[src/rtl/branch_hazard_controller.sv]
// Branch resolution and load-use hazard control for a 5-stage pipeline.
// It redirects the PC on taken EX branches, flushes IF/ID and ID/EX, and stalls on load-use hazards.
module branch_hazard_controller #(
    parameter int FLUSH_CYCLES = 2
) (
    input  logic        clk,
    input  logic        reset,
    input  logic        ex_branch,
    input  logic [2:0]  ex_funct3,
    input  logic [63:0] ex_rs1_data,
    input  logic [63:0] ex_rs2_data,
    input  logic [63:0] ex_target,
    input  logic        ex_memread,
    input  logic [4:0]  ex_rd,
    input  logic [4:0]  id_rs1,
    input  logic [4:0]  id_rs2,
    output logic        pc_sel,
    output logic [63:0] pc_target,
    output logic        pc_write,
    output logic        ifid_write,
    output logic        ifid_flush,
    output logic        idex_flush,
    output logic        illegal_branch,
    output logic [31:0] taken_count,
    output logic [31:0] stall_count
);

    localparam int        DATA_W     = 64;
    localparam logic [2:0] FLUSH_INIT = 3'(FLUSH_CYCLES);

    typedef enum logic [1:0] {RUN, STALL, FLUSH} state_t;

    state_t              state_q;
    logic [2:0]          flush_cnt_q;
    logic [DATA_W-1:0]   pc_target_q;
    logic                pc_sel_q, pc_write_q, ifid_write_q;
    logic                ifid_flush_q, idex_flush_q, illegal_q;
    logic [31:0]         taken_cnt_q, stall_cnt_q;

    logic                taken_d, hazard_d, illegal_d;

    function automatic logic branch_cond(input logic [2:0] f3,
                                         input logic signed [DATA_W-1:0] a,
                                         input logic signed [DATA_W-1:0] b);
        case (f3)
            3'b000:  return a == b;
            3'b001:  return a != b;
            3'b100:  return a < b;
            3'b101:  return a >= b;
            3'b110:  return $unsigned(a) < $unsigned(b);
            3'b111:  return $unsigned(a) >= $unsigned(b);
            default: return 1'b0;
        endcase
    endfunction

    function automatic logic [31:0] sat_inc(input logic [31:0] v);
        return (v == 32'hFFFF_FFFF) ? v : v + 32'd1;
    endfunction

    always_comb begin
        taken_d   = ex_branch && branch_cond(ex_funct3, $signed(ex_rs1_data), $signed(ex_rs2_data));
        hazard_d  = ex_memread && (ex_rd != 5'd0) && ((ex_rd == id_rs1) || (ex_rd == id_rs2));
        illegal_d = ex_branch && (ex_funct3[2:1] == 2'b01) && (state_q != FLUSH);
    end

    always_ff @(posedge clk) begin
        if (reset) begin
            state_q      <= RUN;
            flush_cnt_q  <= 3'd0;
            pc_target_q  <= '0;
            pc_sel_q     <= 1'b0;
            pc_write_q   <= 1'b1;
            ifid_write_q <= 1'b1;
            ifid_flush_q <= 1'b0;
            idex_flush_q <= 1'b0;
            illegal_q    <= 1'b0;
            taken_cnt_q  <= '0;
            stall_cnt_q  <= '0;
        end else begin
            illegal_q <= illegal_d;
            case (state_q)
                // Flushed slots are bubbles: branch and hazard inputs are not looked at here.
                FLUSH: begin
                    pc_sel_q     <= 1'b0;
                    pc_write_q   <= 1'b1;
                    ifid_write_q <= 1'b1;
                    if (flush_cnt_q > 3'd1) begin
                        flush_cnt_q  <= flush_cnt_q - 3'd1;
                        ifid_flush_q <= 1'b1;
                        idex_flush_q <= 1'b1;
                    end else begin
                        state_q      <= RUN;
                        flush_cnt_q  <= 3'd0;
                        ifid_flush_q <= 1'b0;
                        idex_flush_q <= 1'b0;
                    end
                end
                default: begin
                    if (taken_d) begin
                        state_q      <= FLUSH;
                        flush_cnt_q  <= FLUSH_INIT;
                        pc_target_q  <= ex_target;
                        pc_sel_q     <= 1'b1;
                        pc_write_q   <= 1'b1;
                        ifid_write_q <= 1'b1;
                        ifid_flush_q <= 1'b1;
                        idex_flush_q <= 1'b1;
                        taken_cnt_q  <= sat_inc(taken_cnt_q);
                    end else if (hazard_d) begin
                        state_q      <= STALL;
                        pc_sel_q     <= 1'b0;
                        pc_write_q   <= 1'b0;
                        ifid_write_q <= 1'b0;
                        ifid_flush_q <= 1'b0;
                        idex_flush_q <= 1'b1;
                        stall_cnt_q  <= sat_inc(stall_cnt_q);
                    end else begin
                        state_q      <= RUN;
                        pc_sel_q     <= 1'b0;
                        pc_write_q   <= 1'b1;
                        ifid_write_q <= 1'b1;
                        ifid_flush_q <= 1'b0;
                        idex_flush_q <= 1'b0;
                    end
                end
            endcase
        end
    end

    assign pc_sel         = pc_sel_q;
    assign pc_target      = pc_target_q;
    assign pc_write       = pc_write_q;
    assign ifid_write     = ifid_write_q;
    assign ifid_flush     = ifid_flush_q;
    assign idex_flush     = idex_flush_q;
    assign illegal_branch = illegal_q;
    assign taken_count    = taken_cnt_q;
    assign stall_count    = stall_cnt_q;

endmodule
[config.mk]
export PLATFORM = sky130hd
export DESIGN_NAME = branch_hazard_controller
export DESIGN_NICKNAME = d
export VERILOG_FILES = /design/src/rtl/branch_hazard_controller.sv
export SDC_FILE = /design/constraint.sdc
export NUM_CORES = 1
export LEC_CHECK = 0
export BUFFER_PORTS_ARGS = -buffer_cell sky130_fd_sc_hd__buf_2
export CAP_MARGIN = 20
export CELL_PAD_IN_SITES_DETAIL_PLACEMENT = 1
export CELL_PAD_IN_SITES_GLOBAL_PLACEMENT = 1
export CORE_MARGIN = 2
export CORE_UTILIZATION = 34
export DETAILED_ROUTE_END_ITERATION = 8
export PLACE_DENSITY = 0.92
export REMOVE_ABC_BUFFERS = 1
export SLEW_MARGIN = 20
export SYNTH_ARGS = -nofsm -noshare
export SYNTH_HDL_FRONTEND = slang
export SYNTH_SLANG_ARGS = --single-unit
[constraint.sdc]
create_clock -name clk -period 3.1 [get_ports clk]
set_input_delay 0.31 -clock clk [delete_from_list [all_inputs] [get_ports clk]]
set_output_delay 0.31 -clock clk [all_outputs]
set_load 0.02 [all_outputs]
Word-level counts from Yosys, hierarchy flattened:

Index checks and enable logic that the tools add are counted.

* bits in registers: 138
* input bits: 214

* $add $sub $neg: 3
* eq/ne operators: 15
* multiplexer cells: 15
* bitwise logic cells: 4
* magnitude comparators: 5
* reductions and logical operators: 14

Operators with widths (number)
* 64-bit greater-or-equal comparator: 2
* 64-bit less-than comparator: 2
* 32-bit by 1-bit adder with 32-bit output (second input constant): 2
* 32-bit == test (second input constant): 2
* 64-bit == test: 1
* 64-bit inequality test: 1
* 3-bit == test (second input constant): 4
* 5-bit == test: 2
* 3-bit two-way mux: 3
* 1-bit two-way mux: 8
* 2-bit two-way mux: 3
* 1-bit case mux with 6 select lines: 1
* 1-bit logical AND: 5
* 5-bit nonzero test: 1
* 2-bit inequality test (second input constant): 2
* 1-bit inverter: 4
* 4-bit AND reduction: 1
* 3-bit by 1-bit == test with 1-bit output (second input constant): 1
* 3-bit by 1-bit > comparator with 1-bit output (second input constant): 1
* 3-bit logical NOT: 1
* 3-bit AND reduction: 1
* 3-bit OR reduction: 1
* 3-bit by 1-bit subtractor with 3-bit output (second input constant): 1
* 2-bit by 1-bit == test with 1-bit output (second input constant): 1
* 5 further kinds: 5

Longest topological paths before layout:

* word-level depth: 6
* depth in mapped cells: 14
* gate-level depth less buffers: 11

Least setup slack after synthesis:

OpenSTA, ideal clock, no wires.

* path type: input to register
* start: input ex_rs2_data[46]
* end: register taken_cnt_q[0], in the netlist taken_count[0]
* data required time: 2979 ps
* arrival time: 2659 ps
* cell stages on the path: 13
* buffers on the path: 2
* library setup time: 121 ps
* path slack: 321 ps
* cells stage by stage: inv_1 > ha_1 > nand4_4 > nor4_2 > nand2_1 > o211ai_1 > a211oi_2 > a21boi_1 > o211ai_2 > buf_6 > buf_2 > nor3_1 > mux2_2

* word-level cells in the longest chain between the ends: 4
* elaborated cells between the ends (all ways): 9
* those cells by class: 4 x order compare; 2 x eq/ne; 1 x mux; 2 x reduce/logical

RTL lines
* from (decl): line 11 `input logic [63:0] ex_rs2_data,`
* 64-bit greater-or-equal comparator, or another cell as far along: line 51 `3'b111: return $unsigned(a) >= $unsigned(b);`
* 1-bit case mux with 6 select lines *: line 45 `case (f3)`
* 1-bit logical AND *: line 61 `taken_d = ex_branch && branch_cond(ex_funct3, $signed(ex_rs1_data), $signed(ex_rs2_data));`
* 3-bit AND reduction (no line) *
* to (signal assigned): line 108 `taken_cnt_q <= sat_inc(taken_cnt_q);`
* to (decl): line 38 `logic [31:0] taken_cnt_q, stall_cnt_q;`

Every way passes the cells marked *; elsewhere a longest branch is shown, timed or not.
A chain may end at the register's enable or synchronous reset.

Worst setup path in the final report:

* start: input ex_rs2_data[41]
* end: register stall_cnt_q[25], in the netlist stall_count[25]

* word-level cells in the longest chain between the ends: 5
* elaborated cells between the ends (all ways): 10
* those cells by class: 4 x order compare; 2 x eq/ne; 1 x mux; 1 x bitwise; 2 x reduce/logical

RTL lines
* 64-bit greater-or-equal comparator, or another cell as far along: line 51
* 1-bit case mux with 6 select lines *: line 45
* 1-bit logical AND *: line 61
* 1-bit inverter (no line) *
* 4-bit AND reduction (no line) *
* to (signal assigned): line 116 `stall_cnt_q <= sat_inc(stall_cnt_q);`
* to (decl): line 38

Marked as above.

==> results.toml <==
[grt]
gr-usage-met1_pct = 25.5
globalRouteMet2Util_pct = 44.7
antenna_violations_before_repair = 4
globalRoute.busiestLayer = "met2"
largest_net_degree_at_the_start_of_global_routing = 78
globalRoute.totalOverflow = 0
first_global_vias = 9731
gr-usage-met3_pct = 6.82
grt_pass1_wl_um = 48200
gr-usage-all-layers_pct = 24.3

[setup_path]
critical_path.startpoint_type = "input pin"
crit_arrival_ns = 3.32
path_buf_inv = 3
timing.rr.start = "stall_count[11]$_SDFFE_PP0P_"
regToRegEndpoint = "stall_count[25]$_SDFFE_PP0P_"
cp.required_ns = 3.44
critPathCaptureType = "flip-flop"
critPathKind = "in -> reg"
reg2regPathDepth = 9
timing.reg2reg.setup_slack_ns = 0.36
critical_path.cell_chain = "buf_2 > inv_1 > ha_1 > nand4_1 > nor4_4 > nand2_1 > o211ai_1 > a211oi_2 > a31o_2 > o211a_4 > buf_4 > or4_1 > a21oi_1"
cp_top_family = "simple AND/OR/NAND/NOR gates"
cell_at_the_slowest_stage_of_the_critical_path = "or4_1"
cpPeakStageDelay_ns = 0.51
path_max_fanout = 9

[routing]
viasPerCell = 5.57
ant_nets = 0
drtIter0Drc = 406
drt-wirelength-per-cell_um = 18.5
drt_pre_antenna_iters = 4
detail_route.drc_violations = 0
wirelength_um = 31300
num_vias = 9420

[floorplan]
die_y_extent_um = 158
core_area_um2 = 23400
initial_core_util_pct = 34.6
pin_count = 348
fp.dieW_um = 158
rows = 56
area_of_the_die_um2 = 25000

[final_layout]
layout.core_utilization_pct = 46.9
nets = 1638
areaGrowthSynthToFinish_pct = 35.8
layout-drive-gt1-share_pct = 32.8
fillCellCount = 2982

[clock_tree]
cts.repair.resized = 0
clock_insertion_delay_worst_skew_ns = 0.42
numCtsBuffers = 17
cts_htree_levels = 4
clock_tree_from_tritoncts = "done"
cts_num_sinks = 138
cts_root_buf = "clkbuf_16"
clockBufferDepth = 2
cts_hold_repair.buffers = 0
post-cts-setup-buffer-count = 0
clk_transition_reported_paths_ns = 0.06

[worst_hold_path]
min_delay_worst_type = "in -> reg"
holdCritStartpoint = "ex_funct3[2]"
endpoint_worst_hold = "illegal_branch$_SDFF_PP0_"
holdPathStages = 2

[outcome]
run_status = "completed"

[placement]
port_buffers = 347
dpl_worst_slack_ns = -0.378
dp_hpwl_um = 23900
final_weighted_congestion_in_routability_driven_placement = 0.902

[timing]
clock_skew_ns = 0.0106
pins_over_slew_limit = 0
min_period_ns = 2.99
max-slew-margin-rel_pct = 42.1
hold_viol = 0
setup_violations = 0
fin_ws_ns = 0.113
worst_pin_slew_ns = 0.868
layout_worst_path_cycle_share_pct = 96.3
max_clock_freq_mhz = 335

[synth]
count_of_warnings_emitted_by_yosys = 0
netlist-cell-type-count = 54
synth_compound_gate_area_share_pct = 21.9
synth_enable_flop_cells = 0
ys.flop_type = "dfxtp_1"
synthArstFlopShare_pct = 0
synth_fa_ha_area_share_pct = 10.5
post_synth_instance_area_um2 = 8090
synthTopCellsByArea = "dfxtp_1, ha_1, a21oi_1, nand3_1, o21ai_0"
ys_seq_elements = 138
post_synth.cell_area_avg_um2 = 7.93
synth_xor_xnor_area_share_pct = 1.08
synth_top_family_by_area = "simple AND/OR/NAND/NOR gates"
area_share_of_the_largest_cell_type_after_synthesis_pct = 34.2
synth_sequential_area_ratio_pct = 34.2
synth_simple_gate_area_share_pct = 23.5
post-synth-top-area-cell = "dfxtp_1"
syn-instance-count = 1020
muxShareOfSynthArea_pct = 1.10

[power_and_ir_drop]
power_density_nw_per_um2 = 437
vdd_drop_max_mv = 0.343
power.static_leakage_nw = 4.98

[job]
max_cap_viol_count = 0
[synthesized netlist by cell type (2+ instances only)]
| library cell | n |
|---|---|
| xor2_1 | 6 |
| a211oi_1 | 2 |
| or3_1 | 6 |
| nor3_1 | 7 |
| o31ai_1 | 51 |
| mux2_2 | 6 |
| buf_2 | 10 |
| nand3_1 | 103 |
| nor2_1 | 31 |
| or4_1 | 51 |
| buf_6 | 5 |
| clkbuf_1 | 59 |
| xnor2_1 | 4 |
| buf_1 | 3 |
| nand2b_1 | 6 |
| inv_1 | 74 |
| and2_1 | 6 |
| o211ai_1 | 3 |
| o41ai_1 | 2 |
| nand2_1 | 40 |
| a31oi_1 | 3 |
| and3_1 | 17 |
| a21oi_1 | 156 |
| ha_1 | 68 |
| o21ai_0 | 77 |
| nor3b_1 | 2 |
| a221oi_1 | 3 |
| nand4_1 | 37 |
| dfxtp_1 | 138 |
| a31o_2 | 2 |
| nor2b_1 | 8 |
| nor4_1 | 6 |
| and4_1 | 7 |
[worst max-delay path by stage]
stage               slack, ns                      endpoint                    start  cells past startpoint
finish                   0.11  stall_count[25]$_SDFFE_PP0P_          ex_rs2_data[41]                     13
CTS                      0.07  stall_count[25]$_SDFFE_PP0P_          ex_rs2_data[39]                     13
floorplan               -1.91   flush_cnt_q[1]$_SDFFE_PP0P_  state_q[1]$_SDFFE_PP0P_                      4
global route           -0.004  taken_count[19]$_SDFFE_PP0P_          ex_rs2_data[39]                     14
detailed placement      -0.38  stall_count[25]$_SDFFE_PP0P_          ex_rs2_data[39]                     13
global placement        -0.16  taken_count[18]$_SDFFE_PP0P_          ex_rs2_data[45]                     13
[worst reg2reg max path, cell delays in order (launching register included)]
cell and delay [ns]:
dfxtp_1 0.43, and4_1 0.26, and3_1 0.21, and3_1 0.25, and2_1 0.22, and3_1 0.22
and3_1 0.31, nand3_1 0.13, or4_1 0.42, a21oi_1 0.21
[final cells by class]
class,count,area [µm²],area share [%]
antenna,4,10.0,0.0911
clock buffer,21,470,4.28
clock inverter,11,110,1.00
inverter,75,282,2.56
multi-input combinational,729,4740,43.2
sequential,138,2760,25.2
tap,319,399,3.63
timing repair buffer,395,2200,20.1
[sequential cells by signal, summed over array words and instances (netlist names), 2 cells and up]
name         count
pc_target       64
flush_cnt_q      3
state_q          2
stall_count     32
taken_count     32
[kinds of logic after synthesis]
family | Yosys count
flops | 138
fa+ha+maj | 68
xor+xnor | 10
mux | 8
compound gates | 310
buf+inv | 153
simple gates | 333
[power by group]
part / internal [W] / switching [W] / total [W] / leakage, nW
combinational: 0.000361 / 0.000540 / 0.000900 / 3.58
clock: 0.00118 / 0.000851 / 0.00203 / 0.282
sequential: 0.00183 / 0.0000295 / 0.00186 / 1.12
total: 0.00337 / 0.00142 / 0.00480 / 4.98
[per-stage QoR]
stage / hold slack [ns] / area, µm² / instances / total power (W) / TNS (ns)
2_1_floorplan: 0.379 / 7740 / 942 / 0.00231 / -120.76
3_3_place_gp: 0.456 / 10400 / 1656 / 0.00274 / -10.90
3_5_place_dp: 0.466 / 10400 / 1656 / 0.00279 / -35.93
4_1_cts: 0.0595 / 10900 / 1688 / 0.00484 / 0
5_1_grt: 0.0796 / 11000 / 1692 / 0.00501 / -0.00390
6_report: 0.0814 / 11000 / 1692 / 0.00480 / 0
[metal layers]
layer | up-vias | part of all wire (%)
li1 | 4441 | -
met3 | 91 | 7.0
met2 | 349 | 51
met1 | 4539 | 38
met4 | 0 | 3.8
met5 | - | 0
[cell usage in the layout, fill, tap and decap left out, drive strengths merged, types with 17 or more instances in the layout]
cell / Yosys / layout
buf: 19 / 395
or4: 51 / 51
ha: 68 / 68
and3: 17 / 17
o31ai: 51 / 51
inv: 75 / 79
nand4: 39 / 39
nand2: 40 / 40
nand3: 103 / 103
clkbuf: 59 / 21
o21ai: 78 / 78
dfxtp: 138 / 138
a21oi: 156 / 156
nor2: 31 / 31
Note: power is estimated with default switching activity, not from simulation.
